==> src/rtl/seven_segment_rx.sv <==
// Seven-segment receiver: qualifies a stable active-low pattern,
// decodes it to BCD and keeps a shift history of accepted digits.
module seven_segment_rx #(
    parameter int unsigned STABLE_CYCLES = 4,
    parameter int unsigned NUM_DIGITS    = 4
) (
    input  logic                        clk,
    input  logic                        rst_n,
    input  logic [6:0]                  hex_in,
    input  logic                        sample_en,
    input  logic                        clr,
    output logic [3:0]                  digit,
    output logic                        digit_valid,
    output logic                        digit_err,
    output logic [4*NUM_DIGITS-1:0]     value,
    output logic [3:0]                  digit_count,
    output logic                        locked
);

    localparam int unsigned VW = 4 * NUM_DIGITS;
    localparam logic [6:0] BLANK = 7'h7F;

    typedef enum logic [1:0] {
        IDLE   = 2'd0,
        TRACK  = 2'd1,
        LOCKED = 2'd2
    } state_t;

    state_t         state_q, state_d;
    logic [6:0]     cand_q, cand_d;
    logic [3:0]     cnt_q, cnt_d;
    logic           accept;

    logic [3:0]     digit_q, digit_d;
    logic           valid_q, valid_d;
    logic           err_q, err_d;
    logic [VW-1:0]  value_q, value_d;
    logic [3:0]     count_q, count_d;
    logic           locked_q, locked_d;

    logic           dec_ok;
    logic [3:0]     dec_val;
    logic           is_blank;
    logic           is_cand;

    assign is_blank = (hex_in == BLANK);
    assign is_cand  = (hex_in == cand_q);

    // Pattern decoder for the current candidate (segments active-low)
    always_comb begin
        dec_ok  = 1'b1;
        dec_val = 4'd0;
        unique case (cand_q)
            7'b1000000: dec_val = 4'd0;
            7'b1111001: dec_val = 4'd1;
            7'b0100100: dec_val = 4'd2;
            7'b0110000: dec_val = 4'd3;
            7'b0011001: dec_val = 4'd4;
            7'b0010010: dec_val = 4'd5;
            7'b0000010: dec_val = 4'd6;
            7'b1111000: dec_val = 4'd7;
            7'b0000000: dec_val = 4'd8;
            7'b0010000: dec_val = 4'd9;
            default:    dec_ok  = 1'b0;
        endcase
    end

    // FSM state, candidate and stability counter
    always_ff @(posedge clk or negedge rst_n) begin
        if (!rst_n) begin
            state_q <= IDLE;
            cand_q  <= BLANK;
            cnt_q   <= 4'd0;
        end else begin
            state_q <= state_d;
            cand_q  <= cand_d;
            cnt_q   <= cnt_d;
        end
    end

    // Next-state: only qualified samples advance the tracker
    always_comb begin
        state_d = state_q;
        cand_d  = cand_q;
        cnt_d   = cnt_q;
        accept  = 1'b0;
        if (sample_en) begin
            unique case (state_q)
                IDLE: begin
                    if (!is_blank) begin
                        cand_d  = hex_in;
                        cnt_d   = 4'd1;
                        state_d = TRACK;
                    end
                end
                TRACK: begin
                    if (is_cand) begin
                        cnt_d = cnt_q + 4'd1;
                        if (cnt_d == 4'(STABLE_CYCLES)) begin
                            accept  = 1'b1;
                            state_d = LOCKED;
                        end
                    end else if (is_blank) begin
                        cnt_d   = 4'd0;
                        state_d = IDLE;
                    end else begin
                        cand_d = hex_in;
                        cnt_d  = 4'd1;
                    end
                end
                LOCKED: begin
                    if (is_blank) begin
                        cnt_d   = 4'd0;
                        state_d = IDLE;
                    end else if (!is_cand) begin
                        cand_d  = hex_in;
                        cnt_d   = 4'd1;
                        state_d = TRACK;
                    end
                end
                default: begin
                    cnt_d   = 4'd0;
                    state_d = IDLE;
                end
            endcase
        end
    end

    // Output next values; clr wins over history update, not over digit
    always_comb begin
        valid_d  = accept & dec_ok;
        err_d    = accept & ~dec_ok;
        digit_d  = valid_d ? dec_val : digit_q;
        value_d  = value_q;
        count_d  = count_q;
        locked_d = (state_d == LOCKED);
        if (clr) begin
            value_d = '0;
            count_d = 4'd0;
        end else if (valid_d) begin
            value_d = (value_q << 4) | VW'(dec_val);
            if (count_q != 4'(NUM_DIGITS)) begin
                count_d = count_q + 4'd1;
            end
        end
    end

    // Registered outputs
    always_ff @(posedge clk or negedge rst_n) begin
        if (!rst_n) begin
            digit_q  <= 4'd0;
            valid_q  <= 1'b0;
            err_q    <= 1'b0;
            value_q  <= '0;
            count_q  <= 4'd0;
            locked_q <= 1'b0;
        end else begin
            digit_q  <= digit_d;
            valid_q  <= valid_d;
            err_q    <= err_d;
            value_q  <= value_d;
            count_q  <= count_d;
            locked_q <= locked_d;
        end
    end

    assign digit       = digit_q;
    assign digit_valid = valid_q;
    assign digit_err   = err_q;
    assign value       = value_q;
    assign digit_count = count_q;
    assign locked      = locked_q;

endmodule

==> config.mk <==
export PLATFORM = sky130hd
export DESIGN_NAME = seven_segment_rx
export DESIGN_NICKNAME = d
export VERILOG_FILES = /design/src/rtl/seven_segment_rx.sv
export SDC_FILE = /design/constraint.sdc
export NUM_CORES = 1
export LEC_CHECK = 0
export BUFFER_PORTS_ARGS = -buffer_cell sky130_fd_sc_hd__buf_2
export CORE_AREA = 2 2 88 90
export CTS_BUF_LIST = sky130_fd_sc_hd__clkbuf_8
export CTS_CLUSTER_DIAMETER = 100
export CTS_CLUSTER_SIZE = 25
export DETAILED_ROUTE_END_ITERATION = 6
export DIE_AREA = 0 0 90 92
export PLACE_DENSITY_LB_ADDON = 0.25
export RECOVER_POWER = 25
export SLEW_MARGIN = 20
export SYNTH_ARGS = -nofsm -noshare
export SYNTH_HDL_FRONTEND = slang
export SYNTH_SLANG_ARGS = --single-unit
==> constraint.sdc <==
create_clock -name clk -period 2.3 [get_ports clk]
set_clock_uncertainty 0.15 [all_clocks]
set_input_delay 0.46 -clock clk [delete_from_list [all_inputs] [get_ports clk]]
set_output_delay 0.46 -clock clk [all_outputs]
set_load 0.02 [all_outputs]
==> flow_summary.json, run 1 <==
{
  "p_leak_uw": 0.00130,
  "detailed_place_hpwl_mm": 3.99,
  "cts-htree-levels": 2,
  "drv_slew": 0,
  "grt_pass1_vias": 1909,
  "num_antenna_cells": 0,
  "end_kind": "register",
  "drcViolationCount": 0,
  "hp-class": "input pin to asynchronous set/reset pin",
  "synth_compound_gate_area_share_pct": 20.6,
  "ys_ff_latch": 40,
  "syn_area_mm2": 0.00221,
  "ys_warn_count": 0,
  "finalWeightedCongestion": 0.760,
  "synth-seq-area-share_pct": 45.7,
  "cts_tree": "done",
  "multi_input_area_mm2": 0.00120,
  "portBuffers": 37,
  "rr_worst_depth": 5,
  "r2r_slack_ns": 0.01,
  "worst_slack_ns": 0.0136,
  "area_growth_pct": 32.2,
  "grt_pass1_wl_mm": 9.36,
  "drt_iter0_drc": 88,
  "cpPeakStageDelay_ns": 0.53,
  "path_clk_slew_ns": 0.08,
  "synthMuxAreaShare_pct": 4.08,
  "cts_hold_buffers": 0,
  "synth_edf_count": 0,
  "crit_required_ns": 2.37,
  "place_ws_ns": 0.00215,
  "crit_path_top_delay_cell": "or4_4",
  "worst_skew_pair.late_latency_ns": 0.29,
  "crit_type": "register to register",
  "setup-tns-final_ns": 0,
  "r2r_start": "cand_q[5]",
  "synth_top_family_by_area": "compound AO/OA/AOI/OAI gates",
  "synth_xor_area_share_pct": 3.17,
  "start_kind": "register",
  "track_usage_pct": 13.9,
  "cp.arrival_ns": 2.36,
  "die_width_um": 90,
  "cts-buffers-inserted": 5,
  "row_count": 32,
  "outcome": "finished clean",
  "cts.sinks": 40,
  "max_freq_mhz": 437,
  "clockBufferDepth": 2,
  "syn_nets": 246,
  "synth-simple-area-share_pct": 20.1,
  "drive_gt1_share_pct": 37.2,
  "ios": 38,
  "route.vias.total": 1967,
  "syn-instance-count": 231,
  "setup_viol": 0,
  "period_share_pct": 99.4,
  "synth_top_area_share_pct": 37.4,
  "crit_path_max_fanout": 5,
  "instances_no_fill": 395,
  "via_per_inst": 4.98,
  "die_h_um": 92,
  "routed_wl_mm": 5.57,
  "syn_avg_cell_area_um2": 9.56,
  "rsz0062_at_grt": "yes",
  "dr.pass1.iters": 4,
  "core_area_mm2": 0.00745,
  "initial_core_util_pct": 29.7,
  "routedWlPerCell_um": 14.1,
  "dieArea_mm2": 0.00828,
  "min_period_ns": 2.29,
  "async_reset_ff_share_pct": 100,
  "relSlewSlack_pct": 30.7,
  "antenna_found_initial": 0,
  "clock_tree.root_cell": "clkbuf_8",
  "synth_cell_types": 48,
  "grt_start_max_net_pins": 41,
  "ys.flop_type": "dfrtp_1",
  "hold_viol_final": 0,
  "powerDensity_mw_per_mm2": 549,
  "antenna_left": 0,
  "tightest_slew_ns": 1.04,
  "maxCapViolations": 0,
  "synth_fa_ha_area_share_pct": 2.27,
  "synth_largest_area_cell": "dfrtp_1",
  "grt_remaining_overflow": 0,
  "fillers": 792,
  "finish.net_count": 307,
  "regArea_mm2": 0.00101,
  "dp_cells": 386,
  "peakVddDrop_mv": 0.235,
  "synth.area.top_cells": "dfrtp_1 37%, dfstp_2 8.3%, o21ai_0 5.4%",
  "power.total_uw": 1600,
  "path_cells": "or4_4, or3_4, o311a_4, or4b_1, a21oi_1",
  "r2r_end": "digit_count[3]"
}
==> timing repair <==
| item | 4_1_cts | 5_1_grt |
|---|---|---|
| setup buffers | 0 | 1 |
| resized for setup | 0 | 17 |
| pin swaps | 1 | 2 |
| endpoints found under the setup margin | 2 | 31 |
==> where the power goes <==
part	leakage (uW)	switching (uW)	internal, uW
clock network	0.0000541	256	321
registers	0.000527	22.9	730
logic	0.000715	141	130
total	0.00130	420	1180
==> how the worst max path moves through the flow <==
stage	depth (start not counted)	slack, ns	start	endpoint
2_1_floorplan	6	-0.04	cand_q[5]	digit_count[3]
3_3_place_gp	5	0.02	cand_q[5]	digit_count[3]
3_5_place_dp	6	0.002	hex_in[0]	digit_count[3]
4_1_cts	6	-0.002	cand_q[4]	value[13]
5_1_grt	6	-0.07	cand_q[5]	digit_count[3]
6_report	5	0.01	cand_q[5]	digit_count[3]
==> synth_stat cells (2+ instances only) <==
cell / n
and3_1: 2
o31ai_1: 6
or2_2: 3
buf_2: 3
mux2_2: 8
nor2_1: 9
and3b_1: 2
nand3_1: 23
nor2b_1: 2
nand2b_1: 2
o21ai_0: 24
a21oi_1: 23
xnor2_1: 7
nand4b_1: 2
and2_1: 2
o211ai_1: 2
nand2_1: 13
nand4_1: 5
inv_1: 7
dfstp_2: 7
nor3_1: 2
nor4bb_1: 2
dfrtp_1: 33
clkbuf_1: 10
ha_1: 4
a31oi_1: 5
nor4b_1: 2
==> logic make-up (layout without fill, tap and decap cells) <==
family / after synthesis / in the layout
mux: 8 / 8
xor+xnor: 8 / 8
buf+inv: 21 / 83
flops: 40 / 40
compound gates: 72 / 72
fa+ha+maj: 4 / 4
simple gates: 78 / 78
==> flip-flops by register name, summed over array words and instances, names as in the netlist <==
register,flops
cnt_q,4
digit_valid,1
value,16
locked,1
digit_err,1
digit,4
digit_count,4
cand_q,7
state_q,2
==> worst max-delay path, delay by kind of cell, from the launching register on <==
| kind | cells | cell delay [ns] |
|---|---|---|
| AND/OR/NAND/NOR | 3 | 1.39 |
| AO/OA/AOI/OAI | 2 | 0.29 |
| flip-flops | 1 | 0.39 |
==> layer usage <==
layer	vias to the layer above	track usage [%]	share of wire (%)
met4	0	4.23	1.1
met1	954	18.9	48
met5	-	0	0
met3	5	3.37	2.8
li1	976	-	-
met2	32	21.9	48
==> stage by stage <==
| stage | area, um2 | util [%] | hold slack [ns] |
|---|---|---|---|
| global route | 2920 | 39.2 | 0.296 |
| floorplan | 2230 | - | 0.0144 |
| finish | 2920 | 39.2 | 0.269 |
| global placement | 2710 | 36.4 | 0.345 |
| detailed placement | 2710 | 36.4 | 0.353 |
| CTS | 2830 | 37.9 | 0.101 |
==> layout by cell type (no fill, tap or decap), drive strengths merged, types with 3 or more instances in the layout <==
cell    synthesis  final
a21oi          23     23
a31oi           5      5
buf             4     67
clkbuf         10      6
dfrtp          33     33
dfstp           7      7
ha              4      4
inv             7      7
mux2            8      8
nand2          13     13
nand3          23     23
nand4           5      5
nor2            9      9
o21ai          24     24
o31ai           6      6
or2             3      3
xnor2           7      7
==> area by class of cell <==
class                           count  share of cell area, %
Clock buffer                        5                   2.36
Clock inverter                      3                   1.46
Inverter                            7                  0.900
Multi-Input combinational cell    170                   41.0
Sequential cell                    40                   34.6
Tap cell                          102                   4.37
Timing Repair Buffer               68                   15.3
No activity file was read; power rests on OpenSTA's default activity.
==> inputs of run 2 (changes only) <==
==> constraint.sdc (replaced) <==
create_clock -name clk -period 2.3 [get_ports clk]
set_clock_uncertainty 0.15 [all_clocks]
set_input_delay 0.46 -clock clk [delete_from_list [all_inputs] [get_ports clk]]
set_output_delay 0.46 -clock clk [all_outputs]
set_load 0.1 [all_outputs]
==> flow_summary.json, run 2 (synthesis gave the netlist of run 1 again) <==
{
  "place_area_mm2": 0.00269,
  "start_kind": "register",
  "fillers": 793,
  "worst_slack_ns": 0.00365,
  "rsz0062_at_grt": "yes",
  "antenna_left": 0,
  "path_cells": "or4_4, or3_4, o311a_4, or4b_1, a21oi_1",
  "final_common_cell": "buf_2",
  "cts-htree-levels": 2,
  "grt_start_max_net_pins": 23,
  "powerDensity_mw_per_mm2": 559,
  "largest_reg_flops": 16,
  "regArea_mm2": 0.00101,
  "routedWlPerCell_um": 14.7,
  "clockBufferDepth": 2,
  "drive_gt1_share_pct": 36.8,
  "maxCapViolations": 0,
  "crit_path_max_fanout": 4,
  "grt_pass1_wl_mm": 9.59,
  "worst-path-buf-inv": 0,
  "initial_core_util_pct": 29.7,
  "tightest_slew_ns": 1.05,
  "routed_wl_mm": 5.86,
  "crit_required_ns": 2.38,
  "place_ws_ns": -0.00196,
  "finalWeightedCongestion": 0.787,
  "grt_pass1_vias": 2018,
  "cts_tree": "done",
  "cts-buffers-inserted": 5,
  "ios": 38,
  "crit_type": "register to register",
  "end_kind": "register",
  "die_width_um": 90,
  "crit_family": "simple AND/OR/NAND/NOR gates",
  "finish.net_count": 310,
  "cpPeakStageDelay_ns": 0.53,
  "max_freq_mhz": 435,
  "cts.sinks": 40,
  "area_growth_pct": 31.2,
  "multi_input_area_mm2": 0.00117,
  "drv_slew": 0,
  "detailed_place_hpwl_mm": 4.18,
  "die_h_um": 92,
  "antenna_found_initial": 0,
  "cp.arrival_ns": 2.37,
  "drcViolationCount": 0,
  "dieArea_mm2": 0.00828,
  "portBuffers": 37,
  "dr.pass1.iters": 4,
  "drt_iter0_drc": 83,
  "core_area_mm2": 0.00745,
  "grt_remaining_overflow": 0,
  "relSlewSlack_pct": 29.7,
  "num_antenna_cells": 0,
  "track_usage_pct": 14.1,
  "crit_path_top_delay_cell": "or4_4",
  "route.vias.total": 1993,
  "min_period_ns": 2.30,
  "hold_viol_final": 0,
  "final_cell_area_mm2": 0.00290,
  "p_leak_uw": 0.00130,
  "hp-class": "input pin to register",
  "path_clk_slew_ns": 0.09,
  "clock_tree.root_cell": "clkbuf_8",
  "worst_skew_pair.late_latency_ns": 0.30,
  "period_share_pct": 99.8,
  "peakVddDrop_mv": 0.236,
  "row_count": 32,
  "final_cell_mix": "36 x buf_2, 33 x dfrtp_1, 31 x buf_4",
  "setup_viol": 0,
  "outcome": "finished clean",
  "via_per_inst": 5.01
}
==> run 2: changes by cell type in the layout (fill, tap and decap cells not counted), sizes merged <==
cell and change:
clkinv -1, inv +1, clkbuf +1, buf +1, dlygate4sd3 +1
==> run 2: where the power goes <==
part           internal, uW  switching [uW]  total, uW
logic                   119             135        253
clock network           327             281        609
registers               730            27.8        758
total                  1180             444       1620
==> run 2: area by class of cell <==
cell class                      count  area share (%)
Clock buffer                        5            2.37
Clock inverter                      3            1.60
Inverter                            7           0.907
Multi-Input combinational cell    170            40.5
Sequential cell                    40            34.8
Tap cell                          102            4.40
Timing Repair Buffer               71            15.4
==> run 2: repair_timing <==
action	CTS	global route
pin swaps	0	3
hold endpoints to repair	12	0
endpoints found under the setup margin	5	24
setup buffers	0	4
hold buffers	1	0
resized for setup	2	12
==> run 2: path summary, 6_finish.rpt <==
path	start	end	slack, ns	cells after the start
max in group asynchronous	rst_n	cand_q[1]	0.25	3
max	cand_q[3]	digit_count[3]	0.004	5
min reg2reg	digit[3]	digit[3]	0.36	2
min	hex_in[0]	cand_q[0]	0.30	2
max reg2reg	cand_q[3]	digit_count[3]	0.004	5
min in group asynchronous	rst_n	value[7]	0.72	2
==> run 2: metal layers <==
metal | GRT usage, % | part of all wire (%) | vias to the layer above
li1 | - | - | 982
met1 | 17.6 | 46 | 978
met2 | 25.0 | 51 | 31
met3 | 2.88 | 2.5 | 2
met4 | 3.85 | 0.60 | 0
met5 | 0 | 0 | -
==> run 2: through the flow <==
stage               util [%]  hold slack, ns  total power, uW  instances  TNS (ns)
floorplan                  -          0.0144              907        231    -0.649
global placement        36.2           0.298             1010        385         0
detailed placement      36.2           0.306             1010        385  -0.00196
CTS                     38.0           0.292             1630        394   -0.0236
global route            38.9           0.295             1700        398    -0.160
finish                  38.9           0.305             1620        398         0
